==> src/rtl/pipeline_ctrl.sv <==
// pipeline_ctrl: hazard and sequencing controller for the 5-stage WISC pipeline.
//
// Purpose:
//   Detects load-use and flag-dependency hazards on the instruction in ID. It drives the
//   PC / IF-ID stall, the IF-ID flush and the ID-EX bubble controls, and it sequences the
//   HLT drain. It also tracks a valid bit and an instruction tag for every stage, and keeps
//   saturating counts of hazard stalls and flushes.
//
// Ports:
//   clk, rst          system clock; synchronous active-high reset
//   id_src1/2         ID source register indices; *_used qualifies each read
//   id_branch         ID instruction is a conditional branch (reads flags)
//   id_br_taken       branch in ID resolved taken
//   id_hlt            ID instruction is HLT
//   ex_mem_read       EX instruction is a load
//   ex_dst            EX destination register
//   ex_flag_write     EX instruction updates flags
//   pc_stall          hold PC
//   if_id_stall       hold IF/ID register
//   if_id_flush       clear IF/ID register
//   id_ex_bubble      insert NOP into ID/EX
//   stage_valid       valid bits {wb,mem,ex,id,if}
//   stage_tag         per-stage tags, IF in the low slice and WB in the top slice
//   halted            HLT has reached WB
//   stall_cnt         saturating count of hazard-stall cycles
//   flush_cnt         saturating count of IF/ID flushes
module pipeline_ctrl #(
  parameter int unsigned TAG_W = 7,
  parameter int unsigned REG_W = 4,
  parameter int unsigned CNT_W = 16
) (
  input  logic               clk,
  input  logic               rst,
  input  logic [REG_W-1:0]   id_src1,
  input  logic [REG_W-1:0]   id_src2,
  input  logic               id_src1_used,
  input  logic               id_src2_used,
  input  logic               id_branch,
  input  logic               id_br_taken,
  input  logic               id_hlt,
  input  logic               ex_mem_read,
  input  logic [REG_W-1:0]   ex_dst,
  input  logic               ex_flag_write,
  output logic               pc_stall,
  output logic               if_id_stall,
  output logic               if_id_flush,
  output logic               id_ex_bubble,
  output logic [4:0]         stage_valid,
  output logic [5*TAG_W-1:0] stage_tag,
  output logic               halted,
  output logic [CNT_W-1:0]   stall_cnt,
  output logic [CNT_W-1:0]   flush_cnt
);

  // Stage slot indices into the valid and tag vectors.
  localparam int unsigned SIf  = 0;
  localparam int unsigned SId  = 1;
  localparam int unsigned SEx  = 2;
  localparam int unsigned SMem = 3;
  localparam int unsigned SWb  = 4;

  typedef enum logic [1:0] {
    StRun,
    StDrain,
    StHalted
  } state_e;

  state_e                 state_q, state_d;
  logic [4:0]             valid_q, valid_d;
  logic [4:0][TAG_W-1:0]  tag_q, tag_d;
  logic [TAG_W-1:0]       next_tag_q, next_tag_d;
  logic                   drain_cnt_q, drain_cnt_d;
  logic [CNT_W-1:0]       stall_cnt_q, stall_cnt_d;
  logic [CNT_W-1:0]       flush_cnt_q, flush_cnt_d;

  logic id_live;
  logic src1_hit;
  logic src2_hit;
  logic lu;
  logic fl;
  logic haz;
  logic br_flush;
  logic hlt_go;

  // Hazard detection. Everything is qualified by a live instruction in ID during RUN, so a
  // bubble in ID never stalls, flushes or halts. Reset masks every decision.
  always_comb begin
    id_live  = valid_q[SId] && (state_q == StRun) && !rst;
    src1_hit = id_src1_used && (id_src1 == ex_dst);
    src2_hit = id_src2_used && (id_src2 == ex_dst);
    // Register 0 is hardwired, so a load targeting it never creates a dependency.
    lu       = ex_mem_read && valid_q[SEx] && (ex_dst != '0) && (src1_hit || src2_hit);
    fl       = id_branch && ex_flag_write && valid_q[SEx];
    haz      = id_live && (lu || fl);
    // Lower-priority actions in ID wait for the hazard to clear and are then re-evaluated.
    br_flush = id_live && !haz && id_br_taken;
    hlt_go   = id_live && !haz && !id_br_taken && id_hlt;
  end

  // Pipeline control outputs.
  always_comb begin
    pc_stall     = 1'b0;
    if_id_stall  = 1'b0;
    if_id_flush  = 1'b0;
    id_ex_bubble = 1'b0;
    if (!rst) begin
      unique case (state_q)
        StRun: begin
          pc_stall     = haz;
          if_id_stall  = haz;
          id_ex_bubble = haz;
          if_id_flush  = br_flush;
        end
        StDrain: begin
          pc_stall    = 1'b1;
          if_id_stall = 1'b1;
        end
        StHalted: begin
          pc_stall = 1'b1;
        end
        default: ;
      endcase
    end
  end

  // Next-state, valid/tag tracking and counters.
  always_comb begin
    state_d     = state_q;
    valid_d     = valid_q;
    tag_d       = tag_q;
    next_tag_d  = next_tag_q;
    drain_cnt_d = drain_cnt_q;

    unique case (state_q)
      StRun: begin
        if (haz) begin
          // IF and ID hold; EX becomes a bubble and keeps its stale tag; MEM/WB advance.
          valid_d = {valid_q[SMem], valid_q[SEx], 1'b0, valid_q[SId], valid_q[SIf]};
          tag_d   = {tag_q[SMem], tag_q[SEx], tag_q[SEx], tag_q[SId], tag_q[SIf]};
        end else begin
          valid_d    = {valid_q[SMem], valid_q[SEx], valid_q[SId], valid_q[SIf], 1'b1};
          tag_d      = {tag_q[SMem], tag_q[SEx], tag_q[SId], tag_q[SIf], next_tag_q};
          next_tag_d = next_tag_q + 1'b1;
          // A taken branch squashes the instruction fetched behind it as it enters ID.
          if (br_flush) begin
            valid_d[SId] = 1'b0;
          end
          // HLT moves on to EX; everything fetched behind it is discarded.
          if (hlt_go) begin
            state_d      = StDrain;
            valid_d[SIf] = 1'b0;
            valid_d[SId] = 1'b0;
            drain_cnt_d  = 1'b0;
          end
        end
      end
      StDrain: begin
        // Front end stays empty while HLT walks EX -> MEM -> WB.
        valid_d = {valid_q[SMem], valid_q[SEx], 3'b000};
        tag_d   = {tag_q[SMem], tag_q[SEx], tag_q[SId], tag_q[SId], tag_q[SIf]};
        // HLT sits in EX on the first drain cycle and MEM on the second, so the
        // second drain cycle's edge moves it into WB together with the HALTED state.
        if (drain_cnt_q) begin
          state_d = StHalted;
        end else begin
          drain_cnt_d = 1'b1;
        end
      end
      StHalted: begin
        valid_d = '0;
      end
      default: begin
        state_d = StRun;
      end
    endcase

    stall_cnt_d = stall_cnt_q;
    if (haz && (stall_cnt_q != '1)) begin
      stall_cnt_d = stall_cnt_q + 1'b1;
    end
    flush_cnt_d = flush_cnt_q;
    if (br_flush && (flush_cnt_q != '1)) begin
      flush_cnt_d = flush_cnt_q + 1'b1;
    end
  end

  always_ff @(posedge clk) begin
    if (rst) begin
      state_q     <= StRun;
      valid_q     <= '0;
      tag_q       <= '0;
      next_tag_q  <= '0;
      drain_cnt_q <= 1'b0;
      stall_cnt_q <= '0;
      flush_cnt_q <= '0;
    end else begin
      state_q     <= state_d;
      valid_q     <= valid_d;
      tag_q       <= tag_d;
      next_tag_q  <= next_tag_d;
      drain_cnt_q <= drain_cnt_d;
      stall_cnt_q <= stall_cnt_d;
      flush_cnt_q <= flush_cnt_d;
    end
  end

  assign stage_valid = valid_q;
  assign stage_tag   = tag_q;
  assign halted      = (state_q == StHalted);
  assign stall_cnt   = stall_cnt_q;
  assign flush_cnt   = flush_cnt_q;

endmodule

==> config.mk <==
export PLATFORM = sky130hd
export DESIGN_NAME = pipeline_ctrl
export DESIGN_NICKNAME = d
export VERILOG_FILES = /design/src/rtl/pipeline_ctrl.sv
export SDC_FILE = /design/constraint.sdc
export NUM_CORES = 1
export LEC_CHECK = 0
export ABC_AREA = 1
export BUFFER_PORTS_ARGS = -buffer_cell sky130_fd_sc_hd__buf_2
export CAP_MARGIN = 20
export CELL_PAD_IN_SITES_DETAIL_PLACEMENT = 2
export CELL_PAD_IN_SITES_GLOBAL_PLACEMENT = 2
export CORE_AREA = 2 2 131 133
export DETAILED_ROUTE_END_ITERATION = 10
export DIE_AREA = 0 0 133 135
export PLACE_DENSITY_LB_ADDON = 0.1
export SYNTH_ARGS = -nofsm -noshare
export SYNTH_HDL_FRONTEND = slang
export SYNTH_SLANG_ARGS = --single-unit
==> constraint.sdc <==
create_clock -name clk -period 1.73 [get_ports clk]
set_input_delay 0.173 -clock clk [delete_from_list [all_inputs] [get_ports clk]]
set_output_delay 0.173 -clock clk [all_outputs]
set_load 0.03 [all_outputs]
# Word level (Yosys, flattened, before mapping)
# Cells that the tools add are included.
classes:
  eq_ne: 9
  bitwise_logic: 3
  reduce_logical: 32
  add_sub_neg: 3
  mux: 21
ops:
  columns: ["operator", "count"]
  rows:
  - ["$pmux W35 S2", 1]
  - ["$add A16 B1 Y16 const B", 2]
  - ["$ne A16 B16 Y1 const B", 2]
  - ["$mux W21", 1]
  - ["$logic_and A1 B1 Y1", 16]
  - ["$pmux W5 S3", 1]
  - ["$mux W1", 9]
  - ["$eq A4 B4 Y1", 2]
  - ["$mux W2", 4]
  - ["$add A7 B1 Y7 const B", 1]
  - ["$ne A2 B2 Y1 const B", 3]
  - ["$pmux W1 S2", 3]
  - ["$pmux W2 S3", 1]
  - ["$reduce_and A2 Y1", 3]
  - ["$reduce_and A3 Y1", 2]
  - ["$reduce_and A4 Y1", 1]
  - ["$reduce_bool A4 Y1", 1]
  - ["$logic_not A1 Y1", 3]
  - ["$mux W3", 1]
  - ["$not A1 Y1", 3]
  - ["$reduce_bool A3 Y1", 1]
  - ["$eq A2 B1 Y1 const B", 1]
  - ["$eq A2 B2 Y1 const B", 1]
  - ["$logic_not A2 Y1", 1]
  - ["3 further kinds", 4]
word_totals:
  register_bits: 82
  out_inout_bits: 77
  wordCells: 80

# Logic depth before layout (Yosys ltp)
# Gate-level depths: netlist of the first run.
depth:
  ltp_word: 13
  ltp_mapped: 14

# Worst setup path after synthesis of the first run
# Ideal clock, no wire load.
synth_path:
  path_kind: "register -> output"
  startpoint: "register state_q[0]"
  endpoint: "output port pc_stall"
  arrival_time_ps: 1821
  path_slack_ps: -264
  stages_incl_launch_ff: 7
  path_cell_list: "dfxtp_1 > inv_1 > ha_1 > inv_2 > nor2_2 > nand2_4 > a211oi_1"
synth_between:
  elab_chain_len: 6
  word_cells_on_any_way: 9
  classes_between: "2 x eq/ne; 2 x mux; 5 x reduce/logical"
synth_rtl:
  columns: ["element", "line", "rtl"]
  rows:
  - ["from (decl)", "68", "state_e state_q, state_d;"]
  - ["from (signal assigned)", "189", "state_q <= StRun;"]
  - ["from (signal assigned)", "197", "state_q <= state_d;"]
  - ["$logic_not A2 Y1", "88, 107", null]
  - ["$logic_and A1 B1 Y1 (2 in a row)", "88", "id_live = valid_q[SId] && (state_q == StRun) && !rst;"]
  - ["$logic_and A1 B1 Y1", "94", "haz = id_live && (lu || fl);"]
  - ["$pmux W1 S2 *", "107", "unique case (state_q)"]
  - ["$mux W1 *", "106", "if (!rst) begin"]
  - ["to (decl)", "44", "output logic pc_stall,"]
# Mark *: on every way between the ends. The rest lies on a longest branch, timed or not.

# Worst setup path in the final report of the first run
layout_path:
  startpoint: "register state_q[1]"
  endpoint: "output port pc_stall"
# Same word-level chain as after synthesis.

==> summary.md, run 1 <==
| Metric | Value |
|---|---|
| Status | finished, violations left |
| Violated checks | setup timing |
| Max Fclk | 0.552 GHz |
| Sw Share | 0.431 |
| Critical Path Start Type | register |
| Clock Skew | 0.00896 ns |
| Placer's final routability congestion estimate | 0.757 |
| NumNets Final | 788 |
| First-pass GRT wire length | 25.4 mm |
| Crit Path Class | reg -> out |
| Reg-to-reg startpoint | state_q[1]$_SDFFE_PP0P_ |
| Leakage | 2.75 nW |
| Post-DRT Antenna Nets | 0 |
| Ys Warns | 0 |
| Combinational share of power | 0.435 |
| Crit path DAT | 1.64 ns |
| Via Count | 4,544 |
| Hold crit path type | in -> reg |
| TritonCTS Buffers | 9 |
| Avg Synthesized Cell Area | 6.95 um2 |
| Power Density | 1310 nW/um2 |
| Slew headroom | 0.646 |
| Reg clk slew, reported paths | 0.06 ns |
| Final setup vio count | 3 |
| Synthesized area | 4210 um2 |
| Port bufs | 97 |
| Depth of the worst hold-timing path | 4 |
| First drt pass iteration count | 4 |
| Routed wire length | 15.9 mm |
| Yosys cell types | 32 |
| Total negative setup slack | -0.243 ns |
| Die Wd | 133 um |
| Vias in the first global route | 5,041 |
| Area growth syn-to-layout | 41.1% |
| Async SR Flop Fraction | 0 |
| Hold Startpoint | rst |
| Top area cells in the synthesized netlist | dfxtp_1 39%, nand2_1 12%, nor2_1 9.8% |
| Post-DP HPWL | 11.3 mm |
| Clock sink count | 82 |
| Post-Synthesis Cells | 606 |
| Fin worst setup slack | -0.0816 ns |
| Fin. Hold Viols | 0 |
| Setup slack, reg-to-reg | 0.01 ns |
| TritonCTS clock tree | built |
| Worst skew pair latency | 0.35 ns |
| Slew Limit Fails | 0 |
| Row Count | 47 |
| # diodes | 0 |
| Largest net degree at the start of global routing | 48 |
| Max clock buf depth | 2 |
| Count leader, synth | nand2_1 |
| Seq pwr share | 0.333 |
| Reg-to-reg critical path endpoint | flush_cnt[0]$_SDFFE_PP0P_ |
| Share of cells above drive strength 1 | 0.312 |
| I/O pin count | 98 |
| Total grt overflow | 0 |
| Switching pwr | 0.00334 W |
| Final period util | 1.05 |
| Synth cell count leaders | 132 x nand2_1, 110 x nor2_1, 82 x dfxtp_1 |
| Fin crit period | 1.81 ns |
| Post-synth EDFFs | 0 |
| Global Route Usage Sum | 0.176 |
| DP Cell Count | 948 |
| Non-Filler Instances | 982 |
| Worst Hold End | stage_valid[2]$_SDFFE_PP0P_ |
| Max Cap Viol | 0 |
| Most used DFF post-synth | dfxtp_1 |
| CTS root buffer | clkbuf_16 |
| Worst vdd ir | 0.579 mV |
| CP endpoint kind | output pin |
| Worst slew pin tran | 0.530 ns |
| Critical path required time | 1.56 ns |
| Die area | 18,000 um2 |
| Iter 0 DRT Violations | 123 |
| Synth Net Count | 636 |
| FF+latch count, synth | 82 |
| FF-to-FF path depth | 12 |
| Initial antenna violation count | 0 |
| Routed length per instance | 16.2 um |
| Critical path fanouts, max | 4 |
| RSZ-0062 raised after global routing | yes |
| Fill cells | 1,963 |
| H-Tree Level Count | 3 |
| Post-synth top area cell | dfxtp_1 |
| Initial core utilization | 0.257 |
| CORE AREA | 16,400 um2 |
| Drt drc | 0 |
| Post-synth top area share | 0.390 |
| Die H | 135 um |
| Sequential cell area fraction in the yosys report | 0.390 |
| Internal | 0.00441 W |
| Power share of the clock group | 0.233 |
| Drt via density | 4.63 |
## worst max-delay path, stage by stage, from the launching register on
cell and delay, ns:
dfxtp_1 0.32, inv_2 0.10, ha_4 0.14, inv_2 0.04, nor2_4 0.12, nand2_4 0.07
buf_12 0.12, a211oi_2 0.19, buf_4 0.19
## metal layers
layer / global-route usage / vias up / share of wire
met5: 0 / - / 0
li1: - / 2234 / -
met1: 0.204 / 2234 / 0.43
met3: 0.0447 / 10 / 0.042
met2: 0.323 / 66 / 0.52
met4: 0.0442 / 0 / 0.0077
## sequential cells by signal, summed over array words and instances (netlist names)
register / cells
stage_tag: 35
flush_cnt: 16
stall_cnt: 16
next_tag_q: 7
stage_valid: 5
state_q: 2
drain_cnt_q: 1
## power groups by stage
stage | Combinational, W | Sequential, W | Clock [W]
6_report | 0.00337 | 0.00258 | 0.00180
2_1_floorplan | 0.00144 | 0.00319 | 0
4_1_cts | 0.00323 | 0.00259 | 0.00188
5_1_grt | 0.00377 | 0.00265 | 0.00194
3_3_place_gp | 0.00300 | 0.00260 | 0
3_5_place_dp | 0.00311 | 0.00262 | 0
## kinds of logic (layout without fill, tap and decap cells)
| group | after synthesis | in the layout | share of synthesized area |
|---|---|---|---|
| simple gates | 329 | 330 | 0.341 |
| flops | 82 | 82 | 0.390 |
| buf+inv | 80 | 235 | 0.0794 |
| compound gates | 73 | 73 | 0.0945 |
| xor+xnor | 33 | 33 | 0.0687 |
| fa+ha+maj | 9 | 9 | 0.0268 |
## worst max path at each step
| stage | to | startpoint |
|---|---|---|
| floorplan | stall_cnt[9]$_SDFFE_PP0P_ | stall_cnt[5]$_SDFFE_PP0P_ |
| detailed placement | flush_cnt[9]$_SDFFE_PP0P_ | state_q[1]$_SDFFE_PP0P_ |
| global route | pc_stall | stage_valid[2]$_SDFFE_PP0P_ |
| CTS | pc_stall | stage_valid[2]$_SDFFE_PP0P_ |
| global placement | flush_cnt[2]$_SDFFE_PP0P_ | state_q[1]$_SDFFE_PP0P_ |
| finish | pc_stall | state_q[1]$_SDFFE_PP0P_ |
## what timing repair did
item | 4_1_cts | 5_1_grt
setup buffers | 8 | 8
endpoints found under the setup margin | 20 | 54
gates cloned | 0 | 3
pin swaps | 7 | 13
gates resized for setup | 21 | 35
hold endpoints to repair | 0 | 0
hold buffers | 0 | 0
## metrics by stage
step / setup slack (ns) / instance area (um2) / hold WS (ns) / power, W / util
5_1_grt: -0.177 / 5940 / 0.292 / 0.00835 / 0.362
2_1_floorplan: 0.00145 / 4230 / 0.411 / 0.00463 / -
3_3_place_gp: 0.00327 / 5250 / 0.461 / 0.00560 / 0.320
3_5_place_dp: -0.0751 / 5250 / 0.474 / 0.00573 / 0.320
4_1_cts: -0.157 / 5650 / 0.244 / 0.00769 / 0.345
6_report: -0.0816 / 5940 / 0.262 / 0.00775 / 0.362
## final cells by class
class | instances | area [um2] | share of cell area
clock inverters | 4 | 20.0 | 0.00337
well taps | 220 | 275 | 0.0463
inverters | 60 | 238 | 0.0400
flip-flops and latches | 82 | 1660 | 0.279
multi-input cells | 445 | 2430 | 0.408
repair buffers | 160 | 1080 | 0.182
clock buffers | 11 | 243 | 0.0409
## cell usage in the layout (no fill, tap or decap), types with 14 or more instances in the layout
cell	instances
o21ai_0	27
xor2_1	19
nor2_1	108
buf_4	55
inv_1	49
dfxtp_1	75
nand3_1	47
buf_2	93
nand2_1	127
a21oi_1	35
xnor2_1	14
Note: power is estimated with default switching activity, not from simulation.
==> run 2, diff against run 1 <==
--- a/config.mk
+++ b/config.mk
@@ -10,10 +10,11 @@
 export CAP_MARGIN = 20
 export CELL_PAD_IN_SITES_DETAIL_PLACEMENT = 2
 export CELL_PAD_IN_SITES_GLOBAL_PLACEMENT = 2
-export CORE_AREA = 2 2 131 133
+export CORE_AREA = 2 2 125 139
+export CTS_CLUSTER_SIZE = 12
 export DETAILED_ROUTE_END_ITERATION = 10
-export DIE_AREA = 0 0 133 135
-export PLACE_DENSITY_LB_ADDON = 0.1
+export DIE_AREA = 0 0 127 141
+export PLACE_DENSITY = 0.72
 export SYNTH_ARGS = -nofsm -noshare
 export SYNTH_HDL_FRONTEND = slang
 export SYNTH_SLANG_ARGS = --single-unit
==> run 2 against run 1 <==
Against the previous run:
- via count up 0.26%
- sequential cell count unchanged
- final cell count down 1.7%
- total power up 4.3%
- register-to-register slack worse by 0.06 ns
- setup slack worse by 0.031 ns
- clock power up 20%
- highest routed layer unchanged
- utilization about the same
- first-iteration DRC count up 8.1%
- clock-buffer cell count unchanged
- the run still ends with setup timing left
- fmax down 1.7%
==> summary.md, run 2 (same netlist as run 1, synthesis figures left out) <==
| Metric | Value |
|---|---|
| Power share of the clock group | 0.268 |
| Total negative setup slack | -0.430 ns |
| Slew Limit Fails | 0 |
| TritonCTS Buffers | 9 |
| Max Fclk | 0.543 GHz |
| RSZ-0062 raised after global routing | yes |
| Critical path required time | 1.56 ns |
| Switching pwr | 0.00342 W |
| Seq pwr share | 0.322 |
| Critical Path Start Type | register |
| Drt drc | 0 |
| Global Route Usage Sum | 0.171 |
| Slew headroom | 0.668 |
| Fin crit period | 1.84 ns |
| I/O pin count | 98 |
| Violated checks | setup timing |
| Iter 0 DRT Violations | 133 |
| Worst vdd ir | 0.661 mV |
| CORE AREA | 16,600 um2 |
| Fin. Hold Viols | 0 |
| Clock sink count | 82 |
| Area growth syn-to-layout | 43.1% |
| Power Density | 1340 nW/um2 |
| Register area | 1660 um2 |
| CTS root buffer | clkbuf_16 |
| H-Tree Level Count | 3 |
| Fill cells | 1,929 |
| Most common cell after layout, fill and taps aside | nand2_1 |
| Initial core utilization | 0.253 |
| Die Wd | 127 um |
| Final setup vio count | 9 |
| DP Cell Count | 935 |
| Hold crit path type | in -> reg |
| Combinational share of power | 0.411 |
| Clock Skew | 0.0122 ns |
| Crit path DAT | 1.67 ns |
| Routed wire length | 15.8 mm |
| Critical path fanouts, max | 4 |
| Share of cells above drive strength 1 | 0.333 |
| Worst skew pair latency | 0.35 ns |
| Reg clk slew, reported paths | 0.07 ns |
| Commonest non-fill, non-tap cells in the layout | 120 x nand2_1, 105 x nor2_1, 93 x buf_2 |
| Crit Path Class | reg -> out |
| Port bufs | 97 |
| Worst slew pin tran | 0.498 ns |
| Sw Share | 0.424 |
| Die H | 141 um |
| Post-DP HPWL | 11.1 mm |
| Routed length per instance | 16.4 um |
| Max Cap Viol | 0 |
| Fin worst setup slack | -0.113 ns |
| Max clock buf depth | 2 |
| TritonCTS clock tree | built |
| Non-Filler Instances | 965 |
| Die area | 17,900 um2 |
| NumNets Final | 782 |
| Drt via density | 4.72 |
| Hold Buf Count CTS | 0 |
| # diodes | 0 |
| Leakage | 2.77 nW |
| First-pass GRT wire length | 24.7 mm |
| Total grt overflow | 0 |
| Vias in the first global route | 4,878 |
| CP endpoint kind | output pin |
| Internal | 0.00466 W |
| Final period util | 1.07 |
| Initial antenna violation count | 0 |
| Placer's final routability congestion estimate | 0.793 |
| Max reg flops | 35 |
| Post-DRT Antenna Nets | 0 |
| Row Count | 50 |
| Largest net degree at the start of global routing | 48 |
| Via Count | 4,556 |
| First drt pass iteration count | 4 |
| Status | finished, violations left |
| Multi-input gate area | 2550 um2 |
-- run 2: cell count changes in the layout (fill, tap and decap cells not counted), sizes merged --
cell / delta
buf: -5
clkinv: -2
bufinv: +1
clkbuf: -1
clkinvlp: +1
inv: +1
-- run 2: power groups by stage --
stage               logic (W)  registers [W]  clock network (W)
global placement      0.00291        0.00261                  0
CTS                   0.00312        0.00260            0.00223
detailed placement    0.00306        0.00263                  0
global route          0.00369        0.00267            0.00232
finish                0.00332        0.00260            0.00216
floorplan             0.00144        0.00319                  0
-- run 2: repair_timing --
action,CTS,global route
buffers inserted,5,7
cloned,0,2
hold endpoints to repair,0,0
gates resized for setup,16,65
setup endpoints to repair,14,65
pin swaps,6,32
-- run 2: routing by layer --
metal,part of all wire,vias up,wire length (um),global-route usage
li1,-,2228,-,-
met1,0.43,2249,6790,0.199
met2,0.54,64,8480,0.323
met3,0.021,15,334,0.0231
met4,0.014,0,218,0.0521
met5,0,-,0,0
-- run 2: final timing paths --
path,start,to,slack [ns],depth (start not counted)
worst max-delay path,state_q[1]$_SDFFE_PP0P_,pc_stall,-0.11,8
worst max register to register,state_q[1]$_SDFFE_PP0P_,next_tag_q[0]$_SDFFE_PP0P_,-0.05,11
worst min-delay path,rst,stage_valid[2]$_SDFFE_PP0P_,0.29,4
worst min register to register,stage_tag[30]$_SDFFE_PP0N_,stage_tag[30]$_SDFFE_PP0N_,0.49,2
-- run 2: per-stage QoR --
| stage | hold WS [ns] | utilization | total power (W) | setup slack (ns) | cell area [um2] |
|---|---|---|---|---|---|
| floorplan | 0.411 | - | 0.00463 | 0.00145 | 4230 |
| global placement | 0.456 | 0.313 | 0.00551 | 0.00521 | 5210 |
| detailed placement | 0.480 | 0.313 | 0.00569 | -0.205 | 5210 |
| CTS | 0.283 | 0.339 | 0.00795 | -0.176 | 5640 |
| global route | 0.347 | 0.362 | 0.00868 | -0.170 | 6020 |
| finish | 0.286 | 0.362 | 0.00808 | -0.113 | 6020 |
-- run 2: critical path, stage by stage, from the launching register on --
cell and delay [ns]:
dfxtp_2 0.34, inv_4 0.07, ha_4 0.14, inv_2 0.04
nor2_4 0.16, nand2_4 0.08, buf_6 0.12, a211oi_2 0.17
buf_4 0.19
-- run 2: layout make-up --
| type | instances | area share |
|---|---|---|
| Multi-Input combinational cell | 445 | 0.423 |
| Sequential cell | 82 | 0.275 |
| Timing Repair Buffer | 154 | 0.163 |
| Clock buffer | 11 | 0.0438 |
| Tap cell | 208 | 0.0432 |
| Inverter | 60 | 0.0405 |
| Clock inverter | 5 | 0.0112 |
